### config.mk
export PLATFORM = sky130hd
export DESIGN_NAME = dmem_port_arbiter
export DESIGN_NICKNAME = d
export VERILOG_FILES = /design/src/rtl/dmem_port_arbiter.sv
export SDC_FILE = /design/constraint.sdc
export NUM_CORES = 1
export LEC_CHECK = 0
export CAP_MARGIN = 25
export CORE_MARGIN = 2
export CORE_UTILIZATION = 30
export CTS_CLUSTER_DIAMETER = 100
export CTS_CLUSTER_SIZE = 28
export DETAILED_ROUTE_END_ITERATION = 6
export PLACE_DENSITY = 0.68
export SETUP_SLACK_MARGIN = 0.5
export SYNTH_ARGS = -nofsm -noshare
export SYNTH_HDL_FRONTEND = slang
export SYNTH_SLANG_ARGS = --single-unit
### constraint.sdc
create_clock -name clk -period 4 [get_ports clk]
set_input_delay 0.8 -clock clk [delete_from_list [all_inputs] [get_ports clk]]
set_output_delay 0.8 -clock clk [all_outputs]
set_load 0.01 [all_outputs]
### src/rtl/dmem_port_arbiter.sv
// Dual-lane load/store arbiter for the single-port data memory.
// Requests are accepted in program order, one per cycle, with 3-edge load latency.
module dmem_port_arbiter #(
  parameter int ADDR_W = 5,
  parameter int DATA_W = 16,
  parameter int TAG_W  = 3
) (
  input  logic                    clk,
  input  logic                    rst_n,
  input  logic                    flush,
  input  logic                    req0_valid,
  output logic                    req0_ready,
  input  logic                    req0_isld,
  input  logic                    req0_isst,
  input  logic [DATA_W-1:0]       req0_addr,
  input  logic [DATA_W-1:0]       req0_wdata,
  input  logic [TAG_W-1:0]        req0_rd,
  input  logic                    req1_valid,
  output logic                    req1_ready,
  input  logic                    req1_isld,
  input  logic                    req1_isst,
  input  logic [DATA_W-1:0]       req1_addr,
  input  logic [DATA_W-1:0]       req1_wdata,
  input  logic [TAG_W-1:0]        req1_rd,
  output logic                    mem_en,
  output logic                    mem_we,
  output logic [ADDR_W-1:0]       mem_addr,
  output logic [DATA_W-1:0]       mem_wdata,
  input  logic [DATA_W-1:0]       mem_rdata,
  output logic                    resp_valid,
  output logic                    resp_lane,
  output logic [DATA_W+TAG_W-1:0] resp_rdval,
  output logic                    addr_err,
  output logic                    busy
);

  logic              pend1_q, pend1_d;
  logic              a_vld_q, a_vld_d;
  logic              a_ld_q, a_ld_d;
  logic              a_lane_q, a_lane_d;
  logic [TAG_W-1:0]  a_rd_q, a_rd_d;
  logic              en_q, en_d;
  logic              we_q, we_d;
  logic [ADDR_W-1:0] addr_q, addr_d;
  logic [DATA_W-1:0] wdata_q, wdata_d;
  logic              err_q, err_d;
  logic              b_vld_q, b_vld_d;
  logic              b_lane_q, b_lane_d;
  logic [TAG_W-1:0]  b_rd_q, b_rd_d;
  logic              b_err_q, b_err_d;
  logic              rv_q, rv_d;
  logic              rl_q, rl_d;
  logic [DATA_W+TAG_W-1:0] rdv_q, rdv_d;

  logic              go, gnt0, gnt1, acc;
  logic              s_ld, s_st, s_oor;
  logic [DATA_W-1:0] s_addr, s_wdata;
  logic [TAG_W-1:0]  s_rd;

  always_comb begin
    go     = rst_n & ~flush;
    gnt0   = go & ~pend1_q & req0_valid;
    // A waiting lane 1 blocks any newer lane-0 op
    gnt1   = go & req1_valid & (pend1_q | ~req0_valid);
    acc    = gnt0 | gnt1;
    s_ld    = gnt0 ? req0_isld  : req1_isld;
    s_st    = (gnt0 ? req0_isst : req1_isst) & ~s_ld;
    s_addr  = gnt0 ? req0_addr  : req1_addr;
    s_wdata = gnt0 ? req0_wdata : req1_wdata;
    s_rd    = gnt0 ? req0_rd    : req1_rd;
    s_oor   = |s_addr[DATA_W-1:ADDR_W];

    pend1_d = pend1_q;
    if (flush || gnt1)
      pend1_d = 1'b0;
    else if (gnt0 && req1_valid)
      pend1_d = 1'b1;

    a_vld_d  = acc & (s_ld | s_st);
    a_ld_d   = acc & s_ld;
    a_lane_d = gnt1;
    a_rd_d   = s_rd;
    en_d     = acc & (s_ld | s_st) & ~s_oor;
    we_d     = acc & s_st & ~s_oor;
    addr_d   = s_addr[ADDR_W-1:0];
    wdata_d  = s_wdata;
    err_d    = acc & (s_ld | s_st) & s_oor;

    b_vld_d  = a_vld_q & a_ld_q & ~flush;
    b_lane_d = a_lane_q;
    b_rd_d   = a_rd_q;
    b_err_d  = err_q;

    rv_d  = b_vld_q & ~flush;
    rl_d  = rl_q;
    rdv_d = rdv_q;
    if (b_vld_q) begin
      rl_d  = b_lane_q;
      // Out-of-range loads return zero instead of stale read data
      rdv_d = {(b_err_q ? '0 : mem_rdata), b_rd_q};
    end
  end

  always_ff @(posedge clk or negedge rst_n) begin
    if (!rst_n) begin
      pend1_q  <= 1'b0;
      a_vld_q  <= 1'b0;
      a_ld_q   <= 1'b0;
      a_lane_q <= 1'b0;
      a_rd_q   <= '0;
      en_q     <= 1'b0;
      we_q     <= 1'b0;
      addr_q   <= '0;
      wdata_q  <= '0;
      err_q    <= 1'b0;
      b_vld_q  <= 1'b0;
      b_lane_q <= 1'b0;
      b_rd_q   <= '0;
      b_err_q  <= 1'b0;
      rv_q     <= 1'b0;
      rl_q     <= 1'b0;
      rdv_q    <= '0;
    end else begin
      pend1_q  <= pend1_d;
      a_vld_q  <= a_vld_d;
      a_ld_q   <= a_ld_d;
      a_lane_q <= a_lane_d;
      a_rd_q   <= a_rd_d;
      en_q     <= en_d;
      we_q     <= we_d;
      addr_q   <= addr_d;
      wdata_q  <= wdata_d;
      err_q    <= err_d;
      b_vld_q  <= b_vld_d;
      b_lane_q <= b_lane_d;
      b_rd_q   <= b_rd_d;
      b_err_q  <= b_err_d;
      rv_q     <= rv_d;
      rl_q     <= rl_d;
      rdv_q    <= rdv_d;
    end
  end

  assign req0_ready = gnt0;
  assign req1_ready = gnt1;
  assign mem_en     = en_q;
  assign mem_we     = we_q;
  assign mem_addr   = addr_q;
  assign mem_wdata  = wdata_q;
  assign addr_err   = err_q;
  assign resp_valid = rv_q;
  assign resp_lane  = rl_q;
  assign resp_rdval = rdv_q;
  assign busy       = a_vld_q | b_vld_q | rv_q;

endmodule
==> metrics.md <==
| Metric | Value |
|---|---|
| Max Cap Violations | `0` |
| Top cell by count, worst path | `clkdlybuf4s50_1` |
| # diodes | `0` |
| R2r setup slk | `2.30 ns` |
| Fin crit share | `0.795` |
| Final hold vios | `0` |
| # rows | `31` |
| Most numerous cell in the Yosys netlist | `dfrtp_1` |
| Buffer depth of the longest clock path | `2` |
| Share of the synthesized area in the top cell type | `0.637` |
| Drt first pass iters | `4` |
| Syn nets | `270` |
| Layout cells sized above 1 | `0.150` |
| Largest stage delay on the critical path | `0.58 ns` |
| Via density per instance | `4.35` |
| Unrepaired setup endpoints after global routing | `no` |
| Total of fill cells in the finished design | `644` |
| Fmax | `315 MHz` |
| Final core occ | `0.550` |
| CTS hold repair buffers | `0` |
| CTS tree | `done` |
| Slew margin rel. | `0.526` |
| DRT iter0 DRCs | `40` |
| Antenna Nets Post-Route | `0` |
| DRC errors left | `0` |
| FF+latch count, synth | `58` |
| Worst-path clk slew | `0.07 ns` |
| Max H-tree Level | `3` |
| DIE HEIGHT | `91.1 um` |
| Worst setup endpoint | `req1_ready` |
| VDD IR max | `0.142 mV` |
| Slew Viols, Final | `0` |
| Fin nets | `417` |
| Core ar. | `0.00729 mm^2` |
| Num Clock Sinks | `58` |
| Mean Syn Cell Area | `13.0 um^2` |
| WP data arrival | `2.38 ns` |
| Hpwl dp | `4280 um` |
| Total number of yosys warnings | `0` |
| Die Wd | `91.1 um` |
| Pin count of the biggest net entering global routing | `59` |
| Crit-path cells | `clkdlybuf4s50_1, nand3b_1, nor2_1, clkdlybuf4s50_1` |
| Crit Path Category | `primary input to output port` |
| R2R Path End | `addr_err` |
| Layout Skew | `0.00756 ns` |
| Overall Global Routing Usage | `0.140` |
| Vias in the first global route | `1870` |
| Pwr Density | `406 mW/mm^2` |
| GR Overflow Total | `0` |
| P_leak | `1.67 nW` |
| Post-Syn Area | `0.00228 mm^2` |
| Critical-path maximum fanout | `6` |
| Synth Flop Type | `dfrtp_1` |
| Status | `finished, final reports clean` |
| Routed via count | `1855` |
| Hold path cells | `0` |
| Synth cell count leaders | `dfrtp_1, mux2_2, o21ai_0` |
| Global-route wire length before repair | `9010 um` |
| WL final | `5600 um` |
| Asr flop ratio synth | `1.00` |
| Top post-synthesis cells by area | `dfrtp_1, mux2_2, nand3b_1, o21ai_0, inv_1` |
| Area leader, netlist | `dfrtp_1` |
| CTS-repair resized insts | `0` |
| Cts bufs inserted | `9` |
| Register area share after synthesis | `0.637` |
| Endpoint type of the worst setup path | `output port` |
| Worst-Margin Slew | `0.712 ns` |
| Post-CTS Setup Inserts | `0` |
| Global placement routability congestion | `0.668` |
| Setup TNS | `0 ns` |
| Fin crit period | `3.18 ns` |
| Root Driver | `clkbuf_8` |
| Worst Path Required | `3.20 ns` |
| Port bufs | `142` |
| Worst Hold Class | `register to register` |
| Netlist cell types | `26` |
| Worst R2R Start | `pend1_q` |
| Clk Latency, worst-skew pair | `0.32 ns` |
| Number of cells on the worst reg-to-reg path | `4` |
| CP Launch Point | `flush` |
| Final setup viols | `0` |
| Antenna violations before repair | `0` |
| Number of flops mapped to enable cells by yosys | `0` |
| Synthesized instance count | `175` |
| Slowest-stage cell, CP | `clkdlybuf4s50_1` |
| Layout overhead on the synthesized area | `76.3%` |
| I/O pins | `143` |
| Critical path launch point type | `primary input` |
| Initial core utilization | `0.312` |
| Routed len/inst | `13.1 um` |
| Die ar. | `0.00830 mm^2` |
-- registers in the layout, indices dropped and copies added, names as in the netlist, 3 cells and up --
register and count:
b_rd_q 3, a_rd_q 3, mem_wdata 16, mem_addr 5, resp_rdval 19
-- worst max-delay path, delay by kind of cell --
kind	cells	cell delay, ns
buffers and inverters	2	1.06
and+or+nand+nor	2	0.52
-- worst min-delay path by stage --
stage                     slack [ns]        end       from
after global routing            0.36   b_lane_q   a_lane_q
after CTS                       0.34  b_rd_q[1]  a_rd_q[1]
final                           0.34  b_rd_q[1]  a_rd_q[1]
after global placement          0.33  b_rd_q[2]  a_rd_q[2]
after floorplan                 0.33   b_lane_q   a_lane_q
after detailed placement        0.33   b_lane_q   a_lane_q
-- metrics by stage --
step                worst slack, ns  cell area [um^2]  hold slack (ns)  total power [mW]  std cells
finish                        0.821              4010            0.337              1.63        426
global route                  0.708              4010            0.357              1.71        426
CTS                           0.815              4010            0.335              1.66        426
detailed placement            0.825              3790            0.335              1.06        410
global placement              0.878              3790            0.332              1.05        410
floorplan                      1.67              2280            0.331             0.801        175
-- cells in the final DEF (no fill, tap or decap) --
cell             netlist  layout
o21ai_0               18      18
nand4_1                1       1
nor4_1                 4       4
nand2_1                5       5
nor3_1                 2       2
nand3b_1              17      17
a22oi_1                1       1
nor2b_1                1       1
or4b_4                 1       1
and2b_1                1       1
and4_1                 1       1
clkinvlp_4             0       1
or3_1                  2       2
nand4b_1               1       1
nand2b_1               1       1
dfrtp_1               58      58
a22oi_2                1       1
o21bai_1               1       1
clkbuf_8               0      10
buf_2                  3       1
buf_4                  0       3
nor2_1                 4       4
clkdlybuf4s50_1        0     141
mux2_2                28      28
a22o_1                 1       1
and4bb_1               1       1
inv_1                 16      16
clkinv_2               0       2
bufinv_16              0       2
clkbuf_1               4       1
-- metal layers --
layer / GRT usage / part of all wire / routed length [um]
met1: 0.162 / 0.40 / 2250
met2: 0.225 / 0.48 / 2680
met3: 0.0564 / 0.10 / 571
met4: 0.0682 / 0.017 / 94
met5: 0 / 0 / 0
-- area by class of cell --
| cell class | count | area, um^2 | area share |
|---|---|---|---|
| flip-flops and latches | 58 | 1450 | 0.362 |
| well taps | 99 | 124 | 0.0309 |
| clock buffers | 11 | 141 | 0.0352 |
| multi-input cells | 92 | 721 | 0.180 |
| repair buffers | 145 | 1440 | 0.358 |
| inverters | 16 | 60.1 | 0.0150 |
| clock inverters | 5 | 77.6 | 0.0193 |
-- kinds of logic (layout without fill, tap and decap cells) --
group | after synthesis | after routing | share of synthesized area
AO/OA/AOI/OAI | 22 | 22 | 0.0555
buffers and inverters | 25 | 177 | 0.0461
flip-flops | 58 | 58 | 0.637
multiplexers | 28 | 28 | 0.138
AND/OR/NAND/NOR | 42 | 42 | 0.123
-- where the power goes --
part           switching (mW)  internal [mW]
sequential             0.0321          0.658
clock                   0.222          0.366
combinational           0.119          0.231
total                   0.373           1.26
Note: power is estimated with default switching activity, not from simulation.
==> variant 1 (same flow settings) <==
Set the parameter `ADDR_W` to 6 (it was 5).
--- a/src/rtl/dmem_port_arbiter.sv
+++ b/src/rtl/dmem_port_arbiter.sv
@@ -3,3 +3,3 @@
 module dmem_port_arbiter #(
-  parameter int ADDR_W = 5,
+  parameter int ADDR_W = 6,
   parameter int DATA_W = 16,
Ports: changed (resized mem_addr); port bits go from 143 to 144. No check against the original RTL was run, so the function may have changed too.
==> variant 1 against the unedited design <==
  * Cell count increased by 1.2%
  * Power decreased by 2.9%
  * Clock skew decreased by 0.00083 ns
  * Routed wire length decreased by 1.1%
  * Setup slack got worse by 0.066 ns
  * Sequential power increased by 2%
  * Critical path depth unchanged
  * Sequential cell count increased by 1
  * Synthesized area increased by 2.0%
  * Design area increased by 0.81%
  * Utilization decreased by 1.9 points
  * Critical endpoint unchanged
==> variant 1: results (changes against the unedited design) <==
[placement]
place_congestion=0.696  ; +4.2%
dp.cells=415  ; +1.2%
post-dp-hpwl_um=4180  ; -2.3%
port_buffers=143  ; +0.70%
place_ws_ns=0.745  ; -0.0807 ns
place_area_um2=3850  ; +1.5%

[synthesis]
syn-num-nets=270  ; unchanged
netlist_instances=175  ; unchanged
netlist_top_cells_area=dfrtp_1, mux2_2, nand3b_1
ys_seq_area_share_pct=63.6  ; -0.16 points
ys_types=24  ; -7.7%
yosysWarnings=0  ; unchanged
async_flop_share_pct=100  ; unchanged
yosys-top-cells-count=dfrtp_1, mux2_2, nand3b_1, o21ai_0, inv_1

[global_routing]
grt_max_degree=60  ; +1.7%
grt_usage_pct=13.3  ; -0.67 points
grt_pass1_wl_um=8650  ; -4.1%
antenna_found_initial=0  ; unchanged

[timing]
fin_worst_skew_ns=0.00673  ; -0.000828 ns
max_slew.worst_pin.slew_ns=0.745  ; +0.0336 ns

[critical_path]
cp_slowest_cell=clkdlybuf4s50_1
path_delay_family=buffers and inverters
timing.critical_path.slowest_cell_delay_ns=0.60  ; +0.02 ns
cp.arrival_ns=2.45  ; +0.07 ns
crit_path_max_fanout=5  ; -1

[clock_tree]
cts_buffer_depth=2  ; unchanged
htreeDepth=3  ; unchanged
post_cts_buffers=0  ; unchanged
clkTransAtPathRegs_ns=0.06

[routing]
vias=1870  ; +0.81%
wl_per_cell_um=12.9  ; -2.2%
first_iter_violations=40  ; unchanged
dr.pass1.iters=4  ; unchanged

[status]
status=finished, final reports clean

[power]
ir_drop_v=0.000158  ; +11%
p_leak_uw=0.00170  ; +1.5%

[layout]
stdcell_count=431  ; +1.2%
antenna_cells=0  ; unchanged
drive_gt1_share_pct=16.4  ; +1.4 points

-- variant 1: cell count changes after synthesis, moves of 2 or more --
| cell | unedited run | this run |
|---|---|---|
| buf_2 | 3 | 0 |
| clkbuf_8 | 0 | 2 |
| nand2_1 | 5 | 3 |
| nor2_1 | 4 | 6 |
| nor3_1 | 2 | 0 |
-- variant 1: through the flow --
stage,total power [uW],util [%]
global route,1670,53.2
finish,1580,53.2
floorplan,816,-
CTS,1610,53.2
global placement,1070,50.6
detailed placement,1080,50.6
-- variant 1: final timing paths --
kind                                 from         end  slack [ns]  cells after the start
min in group asynchronous           rst_n  resp_valid        0.67                      2
worst max register to register    pend1_q    addr_err        2.43                      5
worst max-delay path                flush  req1_ready        0.75                      4
worst min-delay path            a_rd_q[2]   b_rd_q[2]        0.35                      0
worst min register to register  a_rd_q[2]   b_rd_q[2]        0.35                      0
max in group asynchronous           rst_n    b_lane_q        2.81                      2
-- variant 1: routing by layer --
layer  routed length (um)  track usage (%)  vias to the layer above  part of all wire (%)
met3                  573             5.01                       11                    10
met1                 2310             16.2                      864                    42
met4                  115             7.84                        0                   2.1
met2                 2540             20.2                      102                    46
li1                     -                -                      893                     -
met5                    0                0                        -                     0
-- variant 1: cell families (layout without fill, tap and decap cells) --
group                  count (synthesis)  count (layout)  synth area share, %
and+or+nand+nor                       39              39                 11.1
AOI/OAI and AO/OA                     22              22                 5.55
muxes                                 29              29                 14.1
buffers and inverters                 26             180                 5.71
DFF                                   59              59                 63.6
-- variant 1: power by group --
group	switching (uW)	leakage (uW)	internal, uW
registers	33.0	0.000718	670
clock network	221	0.0000991	301
logic	121	0.000880	235
total	374	0.00170	1210
-- variant 1: worst register-to-register path: stages, from the launching register on --
cell,delay [ns]
dfrtp_1,0.42
nor4bb_4,0.35
buf_4,0.29
nand4_1,0.13
o21a_4,0.15
nor2b_4,0.12
-- variant 1: area by class of cell --
cell class | instances | area, um^2
multi-input combinational | 90 | 728
tap | 102 | 128
inverter | 17 | 63.8
clock inverter | 5 | 52.6
sequential | 59 | 1480
timing repair buffer | 147 | 1460
fill | 676 | 3560
clock buffer | 11 | 141
==> variant 2 (config.mk and constraints unchanged) <==
Without the edit above. Take the reset off `wdata_q` and load it in a clocked block of its own.
--- a/src/rtl/dmem_port_arbiter.sv
+++ b/src/rtl/dmem_port_arbiter.sv
@@ -113,3 +113,2 @@
       addr_q   <= '0;
-      wdata_q  <= '0;
       err_q    <= 1'b0;
@@ -131,3 +130,2 @@
       addr_q   <= addr_d;
-      wdata_q  <= wdata_d;
       err_q    <= err_d;
@@ -141,2 +139,6 @@
     end
+  end
+
+  always_ff @(posedge clk) begin
+    wdata_q <= wdata_d;
   end
Behaviour: not the same (Yosys sat finds a counterexample within 4 cycles, from zero or initial values and one cycle with rst_n low).
==> variant 2 against the unedited design <==
  * Cell count rose by 0.23%
  * Synthesized area shrank 3.5%
  * Register-to-register slack improved by 0.10 ns
  * Design area is 1.8% lower
  * Power is 0.14% lower
  * Critical path type unchanged
  * Synthesized cell count did not move
  * Setup slack worse by 0.11 ns
  * Sequential cell count unchanged
  * First-iteration DRC count decreased by 18%
  * Count of clock-buffer cells in the layout unchanged
  * Clock skew up 0.00098 ns
  * Routed wire length is 2.8% lower
==> variant 2: results (changes against the unedited design) <==
[placement]
port_buffers=142  ; unchanged
place_ws_ns=0.701  ; -0.125 ns
place_congestion=0.747  ; +12%
post-dp-hpwl_um=4180  ; -2.4%

[critical_path]
cp.arrival_ns=2.48  ; +0.10 ns
r2r_slack_ns=2.40  ; +0.10 ns
crit_end=req0_ready
r2r_cells=4  ; unchanged
path_delay_family=buffers and inverters
crit_path_max_fanout=23  ; +17
critPathLaunch=flush
timing.critical_path.slowest_cell_delay_ns=0.59
cp-end-kind=output port

[synthesis]
yosys-top-cells-count=dfrtp_1, mux2_2, o21ai_0, nand3b_1
ys_seq_area_share_pct=62.4  ; -1.3 points
yosysWarnings=0  ; unchanged
netlist_top_cells_area=dfrtp_1, dfxtp_1, mux2_2
ys_types=27  ; +3.8%
async_flop_share_pct=72.4  ; -28 points

[global_routing]
grt_usage_pct=13.3  ; -0.66 points
use_met2_pct=20.5  ; -2.0 points
grt_pass1_vias=1720  ; -8.0%
grt_use_met3_pct=7.22  ; +1.6 points
grt_max_degree=37  ; -37%
use_met1_pct=15.7  ; -0.58 points
grt_pass1_wl_um=7860  ; -13%

[clock_tree]
cts_buffers=9  ; unchanged
clk-insertion-delay-late_ns=0.33
cts_buffer_depth=2  ; unchanged
cts_root_buf=clkbuf_8

[timing]
relSlewSlack_pct=74.8  ; +22 points
fmax_mhz=304  ; -3.2%
fin_worst_skew_ns=0.00854  ; +0.000977 ns

[layout]
fin_nets=418  ; +0.24%
antenna_cells=0  ; unchanged
largest_reg_flops=19  ; unchanged
drive_gt1_share_pct=15.2  ; +0.26 points

[routing]
vias=1879  ; +1.3%
dr.pass1.iters=4  ; unchanged
wl_um=5450  ; -2.8%
first_iter_violations=33  ; -18%

[power]
power.internal_uw=1250  ; -0.10%
p_leak_uw=0.00162  ; -2.8%
ir_drop_v=0.000219  ; +55%

[min_path]
hold_path_class=in -> async

[status]
status=finished, final reports clean

-- variant 2: changes by cell type after synthesis --
cell,delta
dfrtp_1,-16
dfxtp_1,+16
-- variant 2: logic make-up (layout without fill, tap and decap cells) --
family	Yosys count	in the layout	share of synthesized area [%]
muxes	28	28	14.4
DFF	58	58	62.4
buffers and inverters	25	178	4.78
AOI/OAI and AO/OA	22	22	5.75
and+or+nand+nor	42	42	12.7
-- variant 2: worst min-delay path by stage --
stage | from | endpoint | slack (ns) | cells after the start
6_report | rst_n | resp_rdval[13] | 0.35 | 1
5_1_grt | a_rd_q[1] | b_rd_q[1] | 0.35 | 0
4_1_cts | rst_n | resp_rdval[13] | 0.35 | 1
3_5_place_dp | a_rd_q[1] | b_rd_q[1] | 0.34 | 0
3_3_place_gp | a_rd_q[1] | b_rd_q[1] | 0.33 | 0
2_1_floorplan | a_lane_q | b_lane_q | 0.33 | 0
-- variant 2: worst register-to-register path, delay by kind of cell (launching register included) --
family	cells	cell delay, ns
and+or+nand+nor	3	0.82
DFF	1	0.38
buffers and inverters	1	0.28
-- variant 2: layout make-up --
cell class                 count  area (um^2)
inverter                      16         60.1
clock buffer                  11          141
sequential                    58         1370
fill                         602         3230
tap                           99          124
clock inverter                 5         77.6
timing repair buffer         146         1450
multi-input combinational     92          721
-- variant 2: power by group through the flow --
stage / registers [uW] / clock network (uW) / logic, uW
after floorplan: 731 / 0 / 68.3
after global placement: 697 / 0 / 348
after detailed placement: 701 / 0 / 352
after CTS: 689 / 607 / 354
after global routing: 695 / 635 / 377
final: 688 / 589 / 348
-- variant 2: routing by layer --
metal / part of all wire [%] / routed length (um) / up-vias
met4: 1.3 / 69 / 0
met5: 0 / 0 / -
met1: 40 / 2190 / 879
li1: - / - / 898
met2: 46 / 2530 / 95
met3: 12 / 657 / 7
-- variant 2: per-stage QoR --
step	cell area, um^2	utilization, %	cells
2_1_floorplan	2200	-	175
3_3_place_gp	3720	51.9	411
3_5_place_dp	3720	51.9	411
4_1_cts	3940	54.9	427
5_1_grt	3940	54.9	427
6_report	3940	54.9	427
